[src/rtl/clock_text_writer.sv]
// clock_text_writer
//   Renders packed-BCD minutes/seconds as the five ASCII characters "MM:SS"
//   into the text-mode character RAM through a ready-qualified write port.
//   A sequence starts only when the displayed time has changed. All five
//   characters of a sequence come from one snapshot of {min,sec}.
//
// Ports
//   clk       system clock
//   reset     synchronous, active-high reset
//   min       packed BCD minutes ([7:4] tens, [3:0] ones)
//   sec       packed BCD seconds ([7:4] tens, [3:0] ones)
//   wr_ready  RAM port accepts a write this cycle
//   wr_en     write request, held until accepted
//   wr_addr   character address (ROW*COLS + COL + index)
//   wr_data   ASCII character
//   busy      a write sequence is in progress
module clock_text_writer #(
   parameter int COLS   = 80,
   parameter int ROW    = 0,
   parameter int COL    = 75,
   parameter int ADDR_W = 12
) (
   input  logic              clk,
   input  logic              reset,
   input  logic [7:0]        min,
   input  logic [7:0]        sec,
   input  logic              wr_ready,
   output logic              wr_en,
   output logic [ADDR_W-1:0] wr_addr,
   output logic [7:0]        wr_data,
   output logic              busy
);

   localparam int                BASE_I = ROW * COLS + COL;
   localparam logic [ADDR_W-1:0] BASE   = BASE_I[ADDR_W-1:0];

   typedef enum logic {IDLE, WRITE} state_t;

   state_t      state;
   logic [2:0]  idx;
   logic [15:0] snap;
   logic [15:0] prev;
   logic        dirty;
   logic [15:0] cur;
   logic        change;
   logic        capture;
   logic [2:0]  idx_nxt;

   // BCD nibble to ASCII digit; non-decimal nibbles show as '?'
   function automatic logic [7:0] digit(input logic [3:0] n);
      if (n <= 4'd9)
         return 8'h30 + {4'h0, n};
      else
         return 8'h3F;
   endfunction

   // Character at position i of "MM:SS" for time value t = {min,sec}
   function automatic logic [7:0] char_of(input logic [15:0] t, input logic [2:0] i);
      case (i)
         3'd0:    return digit(t[15:12]);
         3'd1:    return digit(t[11:8]);
         3'd2:    return 8'h3A;
         3'd3:    return digit(t[7:4]);
         default: return digit(t[3:0]);
      endcase
   endfunction

   assign cur     = {min, sec};
   assign change  = (cur != prev);
   assign capture = (state == IDLE) && dirty;
   assign idx_nxt = idx + 3'd1;

   always_ff @(posedge clk) begin
      if (reset) begin
         state   <= IDLE;
         idx     <= 3'd0;
         snap    <= 16'h0000;
         prev    <= 16'h0000;
         dirty   <= 1'b1;
         wr_en   <= 1'b0;
         wr_addr <= '0;
         wr_data <= 8'h00;
         busy    <= 1'b0;
      end else begin
         prev <= cur;

         // A capture samples the current inputs, so a change arriving in the
         // capture cycle is already reflected in the new snapshot.
         if (capture)
            dirty <= 1'b0;
         else if (change)
            dirty <= 1'b1;

         case (state)
            IDLE: begin
               if (dirty) begin
                  snap    <= cur;
                  idx     <= 3'd0;
                  state   <= WRITE;
                  busy    <= 1'b1;
                  wr_en   <= 1'b1;
                  wr_addr <= BASE;
                  wr_data <= char_of(cur, 3'd0);
               end
            end
            WRITE: begin
               // wr_en is always high in WRITE; without ready everything holds
               if (wr_ready) begin
                  if (idx == 3'd4) begin
                     wr_en <= 1'b0;
                     busy  <= 1'b0;
                     state <= IDLE;
                  end else begin
                     idx     <= idx_nxt;
                     wr_addr <= BASE + ADDR_W'(idx_nxt);
                     wr_data <= char_of(snap, idx_nxt);
                  end
               end
            end
            default: begin
               state <= IDLE;
               busy  <= 1'b0;
               wr_en <= 1'b0;
            end
         endcase
      end
   end

endmodule

[config.mk]
export PLATFORM = sky130hd
export DESIGN_NAME = clock_text_writer
export DESIGN_NICKNAME = d
export VERILOG_FILES = /design/src/rtl/clock_text_writer.sv
export SDC_FILE = /design/constraint.sdc
export NUM_CORES = 1
export LEC_CHECK = 0
export CAP_MARGIN = 20
export CELL_PAD_IN_SITES_DETAIL_PLACEMENT = 1
export CELL_PAD_IN_SITES_GLOBAL_PLACEMENT = 2
export CORE_ASPECT_RATIO = 0.6
export CORE_MARGIN = 1
export CORE_UTILIZATION = 33
export CTS_CLUSTER_SIZE = 28
export DETAILED_ROUTE_END_ITERATION = 16
export PLACE_DENSITY_LB_ADDON = 0.1
export RECOVER_POWER = 100
export SLEW_MARGIN = 20
export SYNTH_ARGS = -nofsm -noshare
export SYNTH_HDL_FRONTEND = slang
export SYNTH_SLANG_ARGS = --single-unit
[constraint.sdc]
create_clock -name clk -period 4.8 [get_ports clk]
set_input_delay 1.2 -clock clk [delete_from_list [all_inputs] [get_ports clk]]
set_output_delay 1.2 -clock clk [all_outputs]
set_load 0.005 [all_outputs]
==> results of run 1 <==
## cell type report
cell class              count  area [um2]
clock buffers               5        68.8
clock inverters             3        68.8
fillers                   736        3640
inverters                  11        41.3
multi-input cells         188        1100
flip-flops and latches     48         961
well taps                  84         105
repair buffers             33         318
## state kept, by name, indices dropped and copies added, names as in the netlist
| name | flops |
|---|---|
| idx | 3 |
| wr_addr | 5 |
| prev | 16 |
| wr_data | 5 |
| state | 1 |
| busy | 1 |
| dirty | 1 |
| snap | 16 |
## kinds of logic (layout without fill, tap and decap cells)
kind of cell               count (synthesis)  after routing
buffers and inverters                     33             52
other                                      1              8
adders and majority gates                  7              7
DFF                                       48             48
and+or+nand+nor                           87             87
xor gates and xnor gates                  16             16
AOI/OAI and AO/OA                         70             70
## layout by cell type, fill, tap and decap left out, drive strengths merged, types with 2 or more instances in the layout
cell type,netlist,layout
dfxtp,48,48
nand2,43,43
a21oi,40,40
dlygate4sd3,0,28
nor2b,15,15
xnor2,15,15
inv,11,12
o21ai,9,9
nor3,8,8
conb,1,8
ha,7,7
nor2,7,7
clkbuf,4,7
nand3,6,6
o22ai,4,4
a211oi,4,4
nand4,3,3
o211ai,3,3
clkdlybuf4s50,0,3
nor4,2,2
bufinv,0,2
## stage by stage
step / hold slack (ns) / utilization, % / cells
CTS: 0.476 / 42.5 / 372
global placement: 0.449 / 40.3 / 364
finish: 0.470 / 42.3 / 372
global route: 0.506 / 42.3 / 372
floorplan: 0.436 / - / 269
detailed placement: 0.463 / 40.3 / 364
## routing by layer
layer	vias to the layer above	part of all wire, %	GRT usage [%]
met5	-	0	0
met4	0	0.80	4.11
met3	6	3.5	3.97
met2	39	36	24.7
met1	890	59	30.6
li1	922	-	-
## critical path: cells and delay by family
family / cells / cell delay [ns]
buffers and inverters: 3 / 1.97
AO/OA/AOI/OAI: 2 / 0.32
## Yosys cell counts (2+ instances only)
cell	number	area share (%)
nor2b_1	15	4.2
ha_1	7	3.9
nand4_1	3	0.84
clkbuf_1	4	0.68
nor4_1	2	0.56
o211ai_1	3	1.0
nand3_1	6	1.4
dfxtp_1	48	43
a21oi_1	40	9.0
a211oi_1	4	1.4
buf_2	5	1.1
buf_4	12	4.1
inv_1	11	1.9
o22ai_1	4	1.1
nor3_1	8	1.8
nor2_1	6	1.0
o21ai_0	8	1.8
xnor2_1	15	5.9
nand2_1	42	7.1
## power by group
group	internal, mW	switching [mW]	total, mW
Sequential	0.424	0.0225	0.447
Combinational	0.0598	0.0734	0.133
Clock	0.210	0.155	0.365
Total	0.694	0.250	0.945
## worst max-delay path by stage
stage | startpoint | to | slack, ns | depth (start not counted)
finish | reset | wr_data[0] | 1.46 | 5
global route | reset | wr_data[0] | 1.26 | 5
CTS | min[6] | dirty | 2.34 | 5
detailed placement | min[6] | dirty | 2.05 | 5
global placement | min[6] | dirty | 2.04 | 5
floorplan | wr_ready | wr_addr[1] | 2.94 | 4
==> key figures, run 1 <==
Status
  – Outcome: completed

Min path
  – Worst Hold Depth: 2
  – WHS Endpoint: snap[12]
  – Hold_sp: snap[12]
  – Worst hold path type: reg2reg

Setup path
  – R2r setup slk: 2.71 ns
  – Worst R2R Path Depth: 4
  – Worst-path fanout max: 28
  – CP Cell Sequence: clkbuf_1, clkbuf_1, inv_1, o311ai_0, o22ai_1
  – Maximum single-stage delay on the critical path: roughly 0.90 ns
  – Worst path required time: 4.96 ns
  – Reg2reg start: state
  – R2r endpoint: wr_data[3]
  – Slowest CP cell: clkbuf_1
  – CP Launch Type: input port
  – Most used cell, CP: clkbuf_1
  – Critical path endpoint category: register
  – Worst path arrival time: ~3.5 ns
  – Crit path kind: in2reg

Timing
  – Worst-margin pin slew: between 1 and 1.5 ns
  – Setup repair after global routing missed its margin: no
  – Tmin final: between 3 and 4 ns
  – Finish-stage setup viols: 0
  – Setup TNS: 0 ns
  – Final slew viol count: 0
  – Max_slew headroom: between 20% and 30%
  – Max Clock Skew: between 0.015 and 0.02 ns
  – Fmax: ~0.3 GHz
  – Hold Vio Cnt, Final: 0
  – Final period utilization: a little over two thirds
  – Worst Setup Slack, final: 1.46 ns

Flow run
  – Max Cap Violations: 0

Power
  – Pwr dens: between 300 and 400 mW/mm2
  – Pwr Total: approximately 940 uW
  – Maximum vdd drop: 139 uV
  – Leakage: ~1.0 nW

Global routing
  – Number of global-route vias before repair: between 1500 and 2000
  – Largest net degree at the start of global routing: 29
  – Initial antenna violation count: 0
  – Remaining Overflow, GRT: 0
  – Wire length of the first global-routing pass: between 10 and 15 mm
  – GRT Total Usage: 19.0%

Clock tree
  – # resized after CTS: 0
  – Post-CTS setup buffer count: 0
  – CTS tree: built
  – Clk buf depth: 2
  – # hold bufs at CTS: 0
  – Clock latency on the worst-skew pair: between 0.3 and 0.4 ns
  – Clk slew on worst S/H paths: approximately 0.1 ns
  – CTS sink cnt: between 40 and 50
  – TritonCTS Buffers: 5
  – CTS H-Tree Depth: 2
  – Root Buffer: clkbuf_8

Synthesis
  – Simple-gate portion of the synthesized area: about a fifth
  – Post-synthesis compound-gate area fraction: 19.8%
  – Post-synthesis adder-cell area fraction: slightly below 4%
  – FF+latch count, synth: 48
  – Top FF cell, synth: dfxtp_1
  – Mapped Area: around 0.0022 mm2
  – Synth Warn #: 0
  – Post-synthesis xor/xnor area fraction: between 6 and 7%
  – Ys async rst share: 0%
  – Mux share of post-synthesis cell area: 0%
  – Post-synth cell types: 38
  – Cells after Synth: about 260
  – Main combinational cell family by area after synthesis: compound AO/OA/AOI/OAI gates
  – Synth Area per Inst: approximately 8.5 um2
  – Post-synth EDFFs: 0
  – Post-synthesis sequential area ratio: a little over two fifths

Place
  – DP Area: 0.00254 mm2
  – RePlAce Congestion: 0.768
  – IO Port Bufs: 32
  – Pre-CTS worst setup slack: slightly above 2 ns
  – HPWL after detailed placement: roughly 4.4 mm

Route
  – Initial DRC count: 77
  – Vias post-DR: 1857
  – DRC viols: 0
  – Vias per cell: approximately 5
  – Detailed Route WL: between 5 and 6 mm
  – DR pass1 iterations: 4
  – DR WL/cell: between 15 and 20 um
  – Final antenna-violating net count: 0

Floorplanning
  – Row cnt: 22
  – Core box area: 0.00630 mm2
  – Initial Util: between 30% and 40%
  – IO Pins: between 40 and 50
  – Die Wd: 108 um
  – Die area: around 0.0071 mm2
  – Die height: 65.6 um

Cells and area
  – Fin nets: between 300 and 400
  – Layout cell share with drive strength beyond 1: ~4.5%
  – Design area: between 0.002 and 0.003 mm2
  – ANT cells: 0
  – Area delta synth->final: 20.0%
Note: power is estimated with default switching activity, not from simulation.
==> run 2, diff against run 1 <==
- CORE_UTILIZATION: 33 -> 27
- clock period: 4.8 -> 2.7 ns (I/O delays scaled with it)
==> run 2 against run 1 <==
Critical endpoint is now wr_data[3]. Clock power rose by 82%. First-iteration DRC count rose by 53%. Flip-flop and latch count did not move. Via count barely moved. Utilization fell by 7.8 points. Cell count rose by 7.5%. Critical path type is now reg2reg. Clock-buffer cell count rose by 1. Critical path depth rose by 1. Setup slack got worse by 1.0 ns. Highest routed layer unchanged. Sequential power rose by 77%. Non-clock buffer count rose by 4. Design area rose by 2.4%.
==> key figures, run 2 (synthesis gave the netlist of run 1 again) <==
Timing
  – Finish-stage setup viols: 0 (unchanged)
  – Setup TNS: 0 ns (unchanged)
  – WHS: 0.464 ns (-0.00567 ns)
  – Tmin final: 2.26 ns
  – Max_slew headroom: 6.54% (-14 points)
  – Fmax: about 0.44 GHz
  – Max Clock Skew: 0.00655 ns (-0.00982 ns)
  – Setup repair after global routing missed its margin: no
  – Final period utilization: around 84%
  – Final slew viol count: 0 (unchanged)
  – Hold Vio Cnt, Final: 0 (unchanged)
  – Worst-margin pin slew: 1.40 ns (+0.215 ns)

Setup path
  – CP Cell Sequence: inv_1, ha_1, nand2_2, a31oi_1, nor3_1, a32o_1
  – Critical Path Stages: 6 (+1)
  – Crit path kind: reg2reg
  – Worst R2R Path Depth: 6 (+2)
  – Worst path arrival time: 2.44 ns (-1.06 ns)
  – Slowest CP cell: a31oi_1
  – Worst-path fanout max: 9 (-68%)
  – Largest delay share family, worst path: compound AO/OA/AOI/OAI gates
  – Buf+Inv Stages, Crit Path: 1 (-2)
  – CP Launch Type: register
  – Critical path endpoint category: register
  – Worst path required time: 2.89 ns (-2.07 ns)
  – Maximum single-stage delay on the critical path: 0.81 ns (-0.09 ns)

Route
  – Met2 Routed Length: 2.19 mm (+0.64%)
  – Initial DRC count: 118 (+53%)
  – WL met3: 330 um (+57%)
  – Detailed Route WL: 6.29 mm (+5.1%)
  – DRC viols: 0 (unchanged)
  – Post-Route M1 WL: 3.73 mm (+5.0%)
  – Top routing layer used: met4
  – Final antenna-violating net count: 0 (unchanged)
  – Vias post-DR: 1858 (+0.054%)
  – Vias per cell: 4.65 (-6.9%)
  – DR WL/cell: 15.7 um (-2.2%)
  – DR pass1 iterations: 4 (unchanged)

Place
  – IO Port Bufs: 32 (unchanged)
  – HPWL after detailed placement: 4.72 mm (+6.7%)
  – DP Area: 0.00260 mm2 (+2.4%)
  – RePlAce Congestion: 0.770 (+0.25%)

Floorplanning
  – Die area: 0.00861 mm2 (+22%)
  – Die height: 72.3 um (+10%)
  – Initial Util: 28.1% (-7.2 points)
  – IO Pins: 41 (unchanged)
  – Die Wd: 119 um (+10%)
  – Row cnt: 25 (+14%)
  – Core box area: 0.00791 mm2 (+26%)

Power
  – Leakage: 1.02 nW (+2.4%)
  – Maximum vdd drop: 231 uV (+66%)
  – Pwr dens: 624 mW/mm2 (+76%)
  – Pwr Total: 1.70 mW (+80%)

Clock tree
  – CTS H-Tree Depth: 2 (unchanged)
  – Clk buf depth: 2 (unchanged)
  – TritonCTS Buffers: 5 (unchanged)
  – Post-CTS setup buffer count: 0 (unchanged)
  – Clock latency on the worst-skew pair: 0.29 ns (-0.02 ns)
  – Root Buffer: clkbuf_16
  – # resized after CTS: 0 (unchanged)
  – Clk slew on worst S/H paths: 0.07 ns (-0.03 ns)
  – CTS tree: built
  – CTS sink cnt: 48 (unchanged)
  – # hold bufs at CTS: 0 (unchanged)

Global routing
  – Largest net degree at the start of global routing: 31 (+6.9%)
  – Number of global-route vias before repair: 1805 (+0.61%)
  – GRT Total Usage: 15.9% (-3.2 points)
  – Wire length of the first global-routing pass: 10.2 mm (+1.7%)
  – Remaining Overflow, GRT: 0 (unchanged)
  – Initial antenna violation count: 0 (unchanged)

Flow run
  – Max Cap Violations: 0 (unchanged)

Cells and area
  – Fin nets: 317 (+1.3%)
  – Fin util: 34.5% (-7.8 points)
  – ANT cells: 0 (unchanged)
  – Most common cell after layout, fill and taps aside: dfxtp_1
  – Most frequent cells in the layout: dfxtp_1, nand2_1, a21oi_1, dlygate4sd3_1
  – Design area: 0.00273 mm2 (+2.4%)
  – FILL cells: 956 (+30%)
  – Area delta synth->final: 23.0%
  – Layout cell share with drive strength beyond 1: 5.82% (+1.3 points)
  – Leading registers by flop count: prev (16), snap (16)

Min path
  – Worst hold path type: reg2reg
  – Worst Hold Depth: 2 (unchanged)

Status
  – Outcome: completed
## run 2: report_power, final
| group | internal [mW] | switching [mW] | total [mW] |
|---|---|---|---|
| clock network | 0.371 | 0.293 | 0.664 |
| registers | 0.755 | 0.0365 | 0.791 |
| logic | 0.113 | 0.136 | 0.249 |
| total | 1.24 | 0.465 | 1.70 |
## run 2: layout make-up
class                           count  area, um2  area share (%)
Inverter                           11       41.3            1.51
Clock inverter                      2       13.8           0.504
Timing Repair Buffer               37        345            12.6
Multi-Input combinational cell    188       1100            40.2
Sequential cell                    48        961            35.2
Clock buffer                        6        139            5.08
Tap cell                          108        135            4.95
## run 2: through the flow
step | std cells | setup slack (ns)
2_1_floorplan | 269 | 1.10
3_3_place_gp | 392 | 0.376
3_5_place_dp | 392 | 0.431
4_1_cts | 400 | 0.714
5_1_grt | 400 | 0.295
6_report | 400 | 0.443
## run 2: metal layers
layer	GRT usage, %	up-vias
met1	25.7	880
li1	-	936
met2	19.6	37
met5	0	-
met4	3.38	0
met3	4.40	5
## run 2: worst paths after layout
kind              slack (ns)  startpoint         end
hold reg to reg         0.46     snap[8]     snap[8]
setup reg to reg        0.44      idx[0]  wr_data[3]
setup / recovery        0.44      idx[0]  wr_data[3]
hold / removal          0.46     snap[8]     snap[8]
## run 2: worst register-to-register path, stage by stage (launching register included)
cell	delay [ns]
dfxtp_1	0.37
inv_1	0.15
ha_1	0.34
nand2_2	0.13
a31oi_1	0.81
nor3_1	0.11
a32o_1	0.25
